===== config.mk =====
export PLATFORM = sky130hd
export DESIGN_NAME = regfile_write_buffer
export DESIGN_NICKNAME = d
export VERILOG_FILES = /design/src/rtl/regfile_write_buffer.sv
export SDC_FILE = /design/constraint.sdc
export NUM_CORES = 1
export LEC_CHECK = 0
export CAP_MARGIN = 25
export CORE_MARGIN = 2
export CORE_UTILIZATION = 45
export CTS_BUF_LIST = sky130_fd_sc_hd__clkbuf_4
export DETAILED_ROUTE_END_ITERATION = 6
export DONT_BUFFER_PORTS = 1
export PLACE_DENSITY = 0.61
export SYNTH_ARGS = -nofsm -noshare
export SYNTH_HDL_FRONTEND = slang
export SYNTH_SLANG_ARGS = --single-unit

===== constraint.sdc =====
create_clock -name clock -period 3.4 [get_ports clock]
set_input_delay 0.68 -clock clock [delete_from_list [all_inputs] [get_ports clock]]
set_output_delay 0.68 -clock clock [all_outputs]
set_load 0.03 [all_outputs]

===== src/rtl/regfile_write_buffer.sv =====
// In-order write-request queue in front of the register file write port.
// Buffers (reg, data) writes, drains one per cycle when the register file
// accepts, and offers two combinational forwarding lookups over queued writes.
module regfile_write_buffer #(
    parameter int unsigned DEPTH = 4
) (
    input  logic                     clock,
    input  logic                     ctrl_reset,
    input  logic                     in_valid,
    output logic                     in_ready,
    input  logic [4:0]               in_reg,
    input  logic [31:0]              in_data,
    output logic                     wr_en,
    output logic [4:0]               wr_reg,
    output logic [31:0]              wr_data,
    input  logic                     wr_ready,
    input  logic [4:0]               lookup_regA,
    input  logic [4:0]               lookup_regB,
    output logic                     lookup_hitA,
    output logic                     lookup_hitB,
    output logic [31:0]              lookup_dataA,
    output logic [31:0]              lookup_dataB,
    output logic [$clog2(DEPTH):0]   count
);

    localparam int unsigned PTR_W = $clog2(DEPTH);
    localparam int unsigned CNT_W = PTR_W + 1;
    localparam logic [CNT_W-1:0] FULL = CNT_W'(DEPTH);

    logic [4:0]       ent_reg_q  [DEPTH];
    logic [31:0]      ent_data_q [DEPTH];
    logic [4:0]       ent_reg_d  [DEPTH];
    logic [31:0]      ent_data_d [DEPTH];
    logic [PTR_W-1:0] head_q, head_d;
    logic [PTR_W-1:0] tail_q, tail_d;
    logic [CNT_W-1:0] count_q, count_d;
    logic             in_ready_q;
    logic             wr_en_q;
    logic [4:0]       wr_reg_q;
    logic [31:0]      wr_data_q;
    logic             enq_store;
    logic             deq;

    // Scan stored entries oldest to youngest so the youngest match wins.
    function automatic logic [32:0] forward(input logic [4:0] r);
        logic [32:0]      res;
        logic [PTR_W-1:0] idx;
        res = '0;
        for (int i = 0; i < int'(DEPTH); i++) begin
            idx = head_q + PTR_W'(i);
            if ((CNT_W'(i) < count_q) && (ent_reg_q[idx] == r) && (r != 5'd0)) begin
                res = {1'b1, ent_data_q[idx]};
            end
        end
        return res;
    endfunction

    // Next-state: store non-zero-register enqueues at tail, pop head on drain.
    always_comb begin
        ent_reg_d  = ent_reg_q;
        ent_data_d = ent_data_q;
        head_d     = head_q;
        tail_d     = tail_q;
        count_d    = count_q;
        enq_store  = in_valid && in_ready_q && (in_reg != 5'd0);
        deq        = wr_en_q && wr_ready;
        if (enq_store) begin
            ent_reg_d[tail_q]  = in_reg;
            ent_data_d[tail_q] = in_data;
            tail_d             = tail_q + PTR_W'(1);
        end
        if (deq) begin
            head_d = head_q + PTR_W'(1);
        end
        if (enq_store && !deq) begin
            count_d = count_q + CNT_W'(1);
        end else if (!enq_store && deq) begin
            count_d = count_q - CNT_W'(1);
        end
    end

    // State and registered outputs; reset overrides any handshake.
    always_ff @(posedge clock) begin
        if (ctrl_reset) begin
            for (int i = 0; i < int'(DEPTH); i++) begin
                ent_reg_q[i]  <= '0;
                ent_data_q[i] <= '0;
            end
            head_q     <= '0;
            tail_q     <= '0;
            count_q    <= '0;
            in_ready_q <= 1'b1;
            wr_en_q    <= 1'b0;
            wr_reg_q   <= '0;
            wr_data_q  <= '0;
        end else begin
            ent_reg_q  <= ent_reg_d;
            ent_data_q <= ent_data_d;
            head_q     <= head_d;
            tail_q     <= tail_d;
            count_q    <= count_d;
            in_ready_q <= (count_d < FULL);
            wr_en_q    <= (count_d != '0);
            wr_reg_q   <= (count_d != '0) ? ent_reg_d[head_d]  : 5'd0;
            wr_data_q  <= (count_d != '0) ? ent_data_d[head_d] : 32'd0;
        end
    end

    // Forwarding lookups for read ports A and B.
    always_comb begin
        {lookup_hitA, lookup_dataA} = forward(lookup_regA);
        {lookup_hitB, lookup_dataB} = forward(lookup_regB);
    end

    assign in_ready = in_ready_q;
    assign wr_en    = wr_en_q;
    assign wr_reg   = wr_reg_q;
    assign wr_data  = wr_data_q;
    assign count    = count_q;

endmodule


* Word-level counts from Yosys, hierarchy flattened
Index checks and enable logic that the tools add are counted.
Operators by class: bitwise gates (word level) 7, add/sub/neg operators 6, muxes and demuxes 49, magnitude comparators 12, reductions and logical operators 29, equality and inequality tests 8
Operators with widths (count):
- $mux W32 | 11
- $bmux W32 S2 | 5
- $mux W33 | 8
- $bwmux W128 | 1
- $mux W128 | 1
- $demux W32 S2 | 1
- $mux W5 | 11
- $bmux W5 S2 | 5
- $eq A5 B5 Y1 | 8
- $logic_and A1 B1 Y1 | 22
- $bwmux W20 | 1
- $mux W20 | 1
- $ge A3 B3 Y1 const B | 6
- $not A2 Y3 | 6
- $reduce_bool A5 Y1 | 3
- $demux W5 S2 | 1
- $lt A1 B3 Y1 const A | 2
- $lt A2 B3 Y1 const A | 2
- $mux W3 | 2
- $add A2 B1 Y2 const B | 2
- $add A2 B2 Y2 const B | 2
- $add A3 B1 Y3 const B | 1
- $lt A3 B1 Y1 const B | 1
- $lt A3 B3 Y1 const B | 1
- 6 further kinds | 7
Storage, ports and cells: input port bits 51, logic and storage cells 126, output and inout port bits 108, register bits after elaboration 194

* Logic depth before layout (Yosys ltp)
depth after elaboration 11, mapped depth 13, mapped depth without buffers 8

* Worst setup path after synthesis
Ideal clock, no wire load.
path type register to output, start point register head_q[1], end point output lookup_dataB[10], arrival 2917 ps, data required time 2720 ps, stages on the path, launching flop included 11, buffers on the path 3, setup slack -197 ps, cells stage by stage dfxtp_1 buf_4 buf_2 mux4_2 xor2_1 nor4_2 nand4b_1 nor2_2 buf_4 a221oi_1 a211oi_1
On the way: cells in the longest elaborated chain, start to end 11, elaborated cells between the ends (all ways) 47, classes of those cells add/sub: 3; eq/ne: 4; mux: 28; bitwise: 4; reduce/logical: 8
RTL lines:
- start: declaration | line 34 | logic [PTR_W-1:0] head_q, head_d;
- start signal: assignment | line 89 | head_q <= '0;
- start signal: assignment | line 99 | head_q <= head_d;
- $add A2 B1 Y2 / $not A2 Y3 (equally long branches) | line 50, 51, 52
- $not A2 Y3 (not written as such) / $bmux W5 S2 (equally long branches) | line 51, 52
- $bmux W5 S2 / $mux W5 (equally long branches) | line 51 | if ((CNT_W'(i) < count_q) && (ent_reg_q[idx] == r) && (r != 5'd0)) begin
- $mux W5 (not written as such) | line 51
- $mux W5 (not written as such) / $eq A5 B5 Y1 (equally long branches) | line 51
- $eq A5 B5 Y1 / $logic_and A1 B1 Y1 (equally long branches) | line 51
- $logic_and A1 B1 Y1 | line 51
- $logic_and A1 B1 Y1 / $mux W33 (equally long branches) | line 51
- $mux W33 (2 in a row) | line 51
- $mux W33 (*) | line 51
- end: declaration | line 22 | output logic [31:0] lookup_dataB,
Mark *: on every way between the ends. The rest lies on a longest branch, timed or not. The select of a mux whose other input is x is not followed.

* Worst setup path in the final report
start point register head_q[0], end point output lookup_dataB[0]
Same word-level chain as after synthesis.

==> metrics.yaml <==
status: "complete, but fails checks"
violations: "negative setup slack"
synth.cell_area_sq_mm: 0.01393
grt_pass1_vias: 13100
seq_area_frac_synth_pct: 27.88
initial_utilization_pct: 45.65
synth_nets: 1719
regMostFlops: "ent_data_q"
seqPwrFrac_pct: 34.6
worst_slack_ns: -0.8845
place_ws_ns: -0.2459
synth-seq-cells: 194
p_per_area_mw_per_mm2: 532.0
grt-ovfl-total: 0
grt_max_degree: 156
fillers: 2621
hold-path-cell-count: 2
clkTransAtPathRegs_ns: 0.17
synth_edf_count: 0
finish.utilization_pct: 56.61
path_class: "flip-flop to primary output"
worstPathRequired_ns: 2.72
drv_cap: 0
totalPowerFinal_mw: 9.189
finClkSkew_ns: 0.02657
max_slew.worst_pin.slew_ns: 0.7859
postCtsHoldBufs: 0
synth_top_area_share_pct: 27.88
r2r_end: "wr_data[24]$_SDFF_PP0_"
portBuffers: 0
htree_num_levels: 4
cts_inserted_buffers: 17
postRouteAntennaNets: 0
post_drt_via_cell_ratio: 6.636
swShare_pct: 45.67
p_comb_share_pct: 51.0
clk_latency_ns: 0.65
syn_inst: 1661
cts_root_buf: "clkbuf_4"
clock_path_buffers: 2
dp.cells: 2050
core_sq_mm: 0.03051
r2r-start: "head_q[1]$_SDFF_PP0_"
min_from: "in_data[26]"
cts.sinks: 194
synthTopCellsByArea: "dfxtp_1 (28%), mux4_2 (21%), nand2_1 (8.7%), a21oi_1 (6.7%), nor3_1 (3.3%)"
min_to: "ent_data_q[26]$_SDFF_PP0_"
drc: 0
instances_no_fill: 2130
hold_viol: 0
endpoint_kind: "primary output"
syn2layout_area_growth_pct: 24.00
placed_cell_area_sq_mm: 0.01527
arrival_ns: 3.60
setup_violations: 66
grtUsageTotal_pct: 31.17
p_leak_nw: 6.046
max_freq_mhz: 233.4
ys_async_sr_fraction_pct: 0
drive_above_1_share_pct: 33.01
reg2reg_depth: 10
die_h_um: 179.9
num_rows: 64
wire_per_inst_um: 24.94
grt_pass1_wl_um: 78900
clkPwrFrac_pct: 14.4
yosysTopAreaCell: "dfxtp_1"
syn_avg_cell_area_sq_um: 8.386
yosysWarnings: 0
die-area_sq_mm: 0.03237
fin_crit_ns: 4.284
drv_slew: 0
rsz0062_at_grt: "true"
gp_congestion: 0.9334
io_pins: 159
crit_path_max_fanout: 7
cts_tree: "built"
drtIter0Drc: 1568
power_switching_mw: 4.197
ys.flop_type: "dfxtp_1"
ir_drop_mv: 0.4807
drt-pass1-iter-count: 5
start_kind: "flip-flop"
p_int_mw: 4.992
relSlewSlack_pct: 47.61
die_x_um: 179.9
fin_crit_sh_pct: 126.0
antenna_found_initial: 1
largest_register_ffs: 128
hold_ws_ns: 0.1400
wirelength_um: 53110
num_vias: 14140
rrSetupSlack_ns: 0.32
hold_class: "input pin to flip-flop"
synth_cell_type_count: 52
hpwlAfterDp_um: 30770
final_nets: 1780
stdcell_area_sq_mm: 0.01727
finalSetupTns_ns: -46.98
worst max-delay path by stage:
stage                               startpoint               end
after floorplan           head_q[0]$_SDFF_PP0_  lookup_dataA[10]
after global placement    head_q[0]$_SDFF_PP0_   lookup_dataB[0]
after detailed placement  head_q[0]$_SDFF_PP0_   lookup_dataB[0]
after CTS                 head_q[0]$_SDFF_PP0_   lookup_dataB[4]
after global routing      head_q[0]$_SDFF_PP0_  lookup_dataB[11]
final                     head_q[0]$_SDFF_PP0_   lookup_dataB[0]
cells in the mapped netlist, drive strengths merged (8+ instances only):
cell type,count
mux4,128
a221oi,28
mux2i,28
xor2,13
a21oi,186
and3,37
inv,8
o21ai,86
dfxtp,194
buf,74
nand3,9
nand2,323
nor3,93
xnor2,37
mux2,38
a211oi,10
nor2,128
clkbuf,90
o22ai,74
a22oi,25
critical path, stage by stage, from the launching register on:
cell       delay, ns
dfxtp_4         0.40
buf_12          0.13
buf_6           0.11
mux4_2          0.54
xnor2_1         0.39
o2111ai_4       0.18
a21o_4          0.25
o21ai_4         0.16
buf_12          0.20
a211oi_2        0.05
a211oi_2        0.34
buf_4           0.23
final cells by class:
cell class	count	area (sq um)	area share, %
multi-input cells	1295	10370	60.02
flip-flops and latches	194	3891	22.53
diodes	1	2.502	0.01449
inverters	8	30.03	0.1739
clock buffers	19	142.6	0.8258
repair buffers	206	2213	12.82
well taps	396	495.5	2.869
clock inverters	11	130.1	0.7534
metal layers:
metal | global-route usage [%] | part of all wire [%] | vias to the layer above
met4 | 11.51 | 4.4 | 0
met5 | 0 | 0 | -
met2 | 50.05 | 46 | 841
li1 | - | - | 6248
met1 | 41.50 | 39 | 6872
met3 | 6.584 | 11 | 174
logic make-up (layout without fill, tap and decap cells):
group,Yosys count,in the layout,share of synthesized area (%)
AOI/OAI and AO/OA,429,429,17.96
xor gates and xnor gates,50,50,3.198
and+or+nand+nor,615,615,18.78
DFF,194,194,27.88
other,0,1,0
buffers and inverters,172,244,5.587
adders and majority gates,7,7,0.6288
muxes,194,194,25.96
what timing repair did:
action / 4_1_cts / 5_1_grt
endpoints found under the setup margin: 66 / 66
gates resized for setup: 152 / 86
gates cloned: 5 / 7
setup buffers: 27 / 14
pin swaps: 54 / 73
layout by cell type (no fill, tap or decap), drive strengths merged, types with 2 or more instances in the layout:
cell      Yosys  layout
a31oi         5       5
clkinvlp      0       4
nand3         9       9
mux2         38      38
o211ai        2       2
xnor2        37      37
nand2b        5       5
o2111ai       3       3
mux2i        28      28
nand2       323     323
o21ai        86      86
o22ai        74      74
dfxtp       194     194
a211oi       10      10
a21oi       186     186
o221a         2       2
a21o          3       3
or3           6       6
bufinv        0       2
and2          5       5
inv           8      11
and3         37      37
nor3         93      93
nor2        128     128
or3b          2       2
clkbuf       90      24
mux4        128     128
xor2         13      13
buf          74     200
a221oi       28      28
a22oi        25      25
clkinv        0       2
nand4         3       3
ha            7       7
power by group through the flow:
stage	Clock (mW)	Sequential (mW)	Combinational, mW
after floorplan	0	3.17	2.85
after global placement	0	3.24	4.07
after detailed placement	0	3.25	4.12
after CTS	1.34	3.17	4.44
after global routing	1.44	3.22	4.94
final	1.32	3.18	4.69
Note: power is estimated with default switching activity, not from simulation.
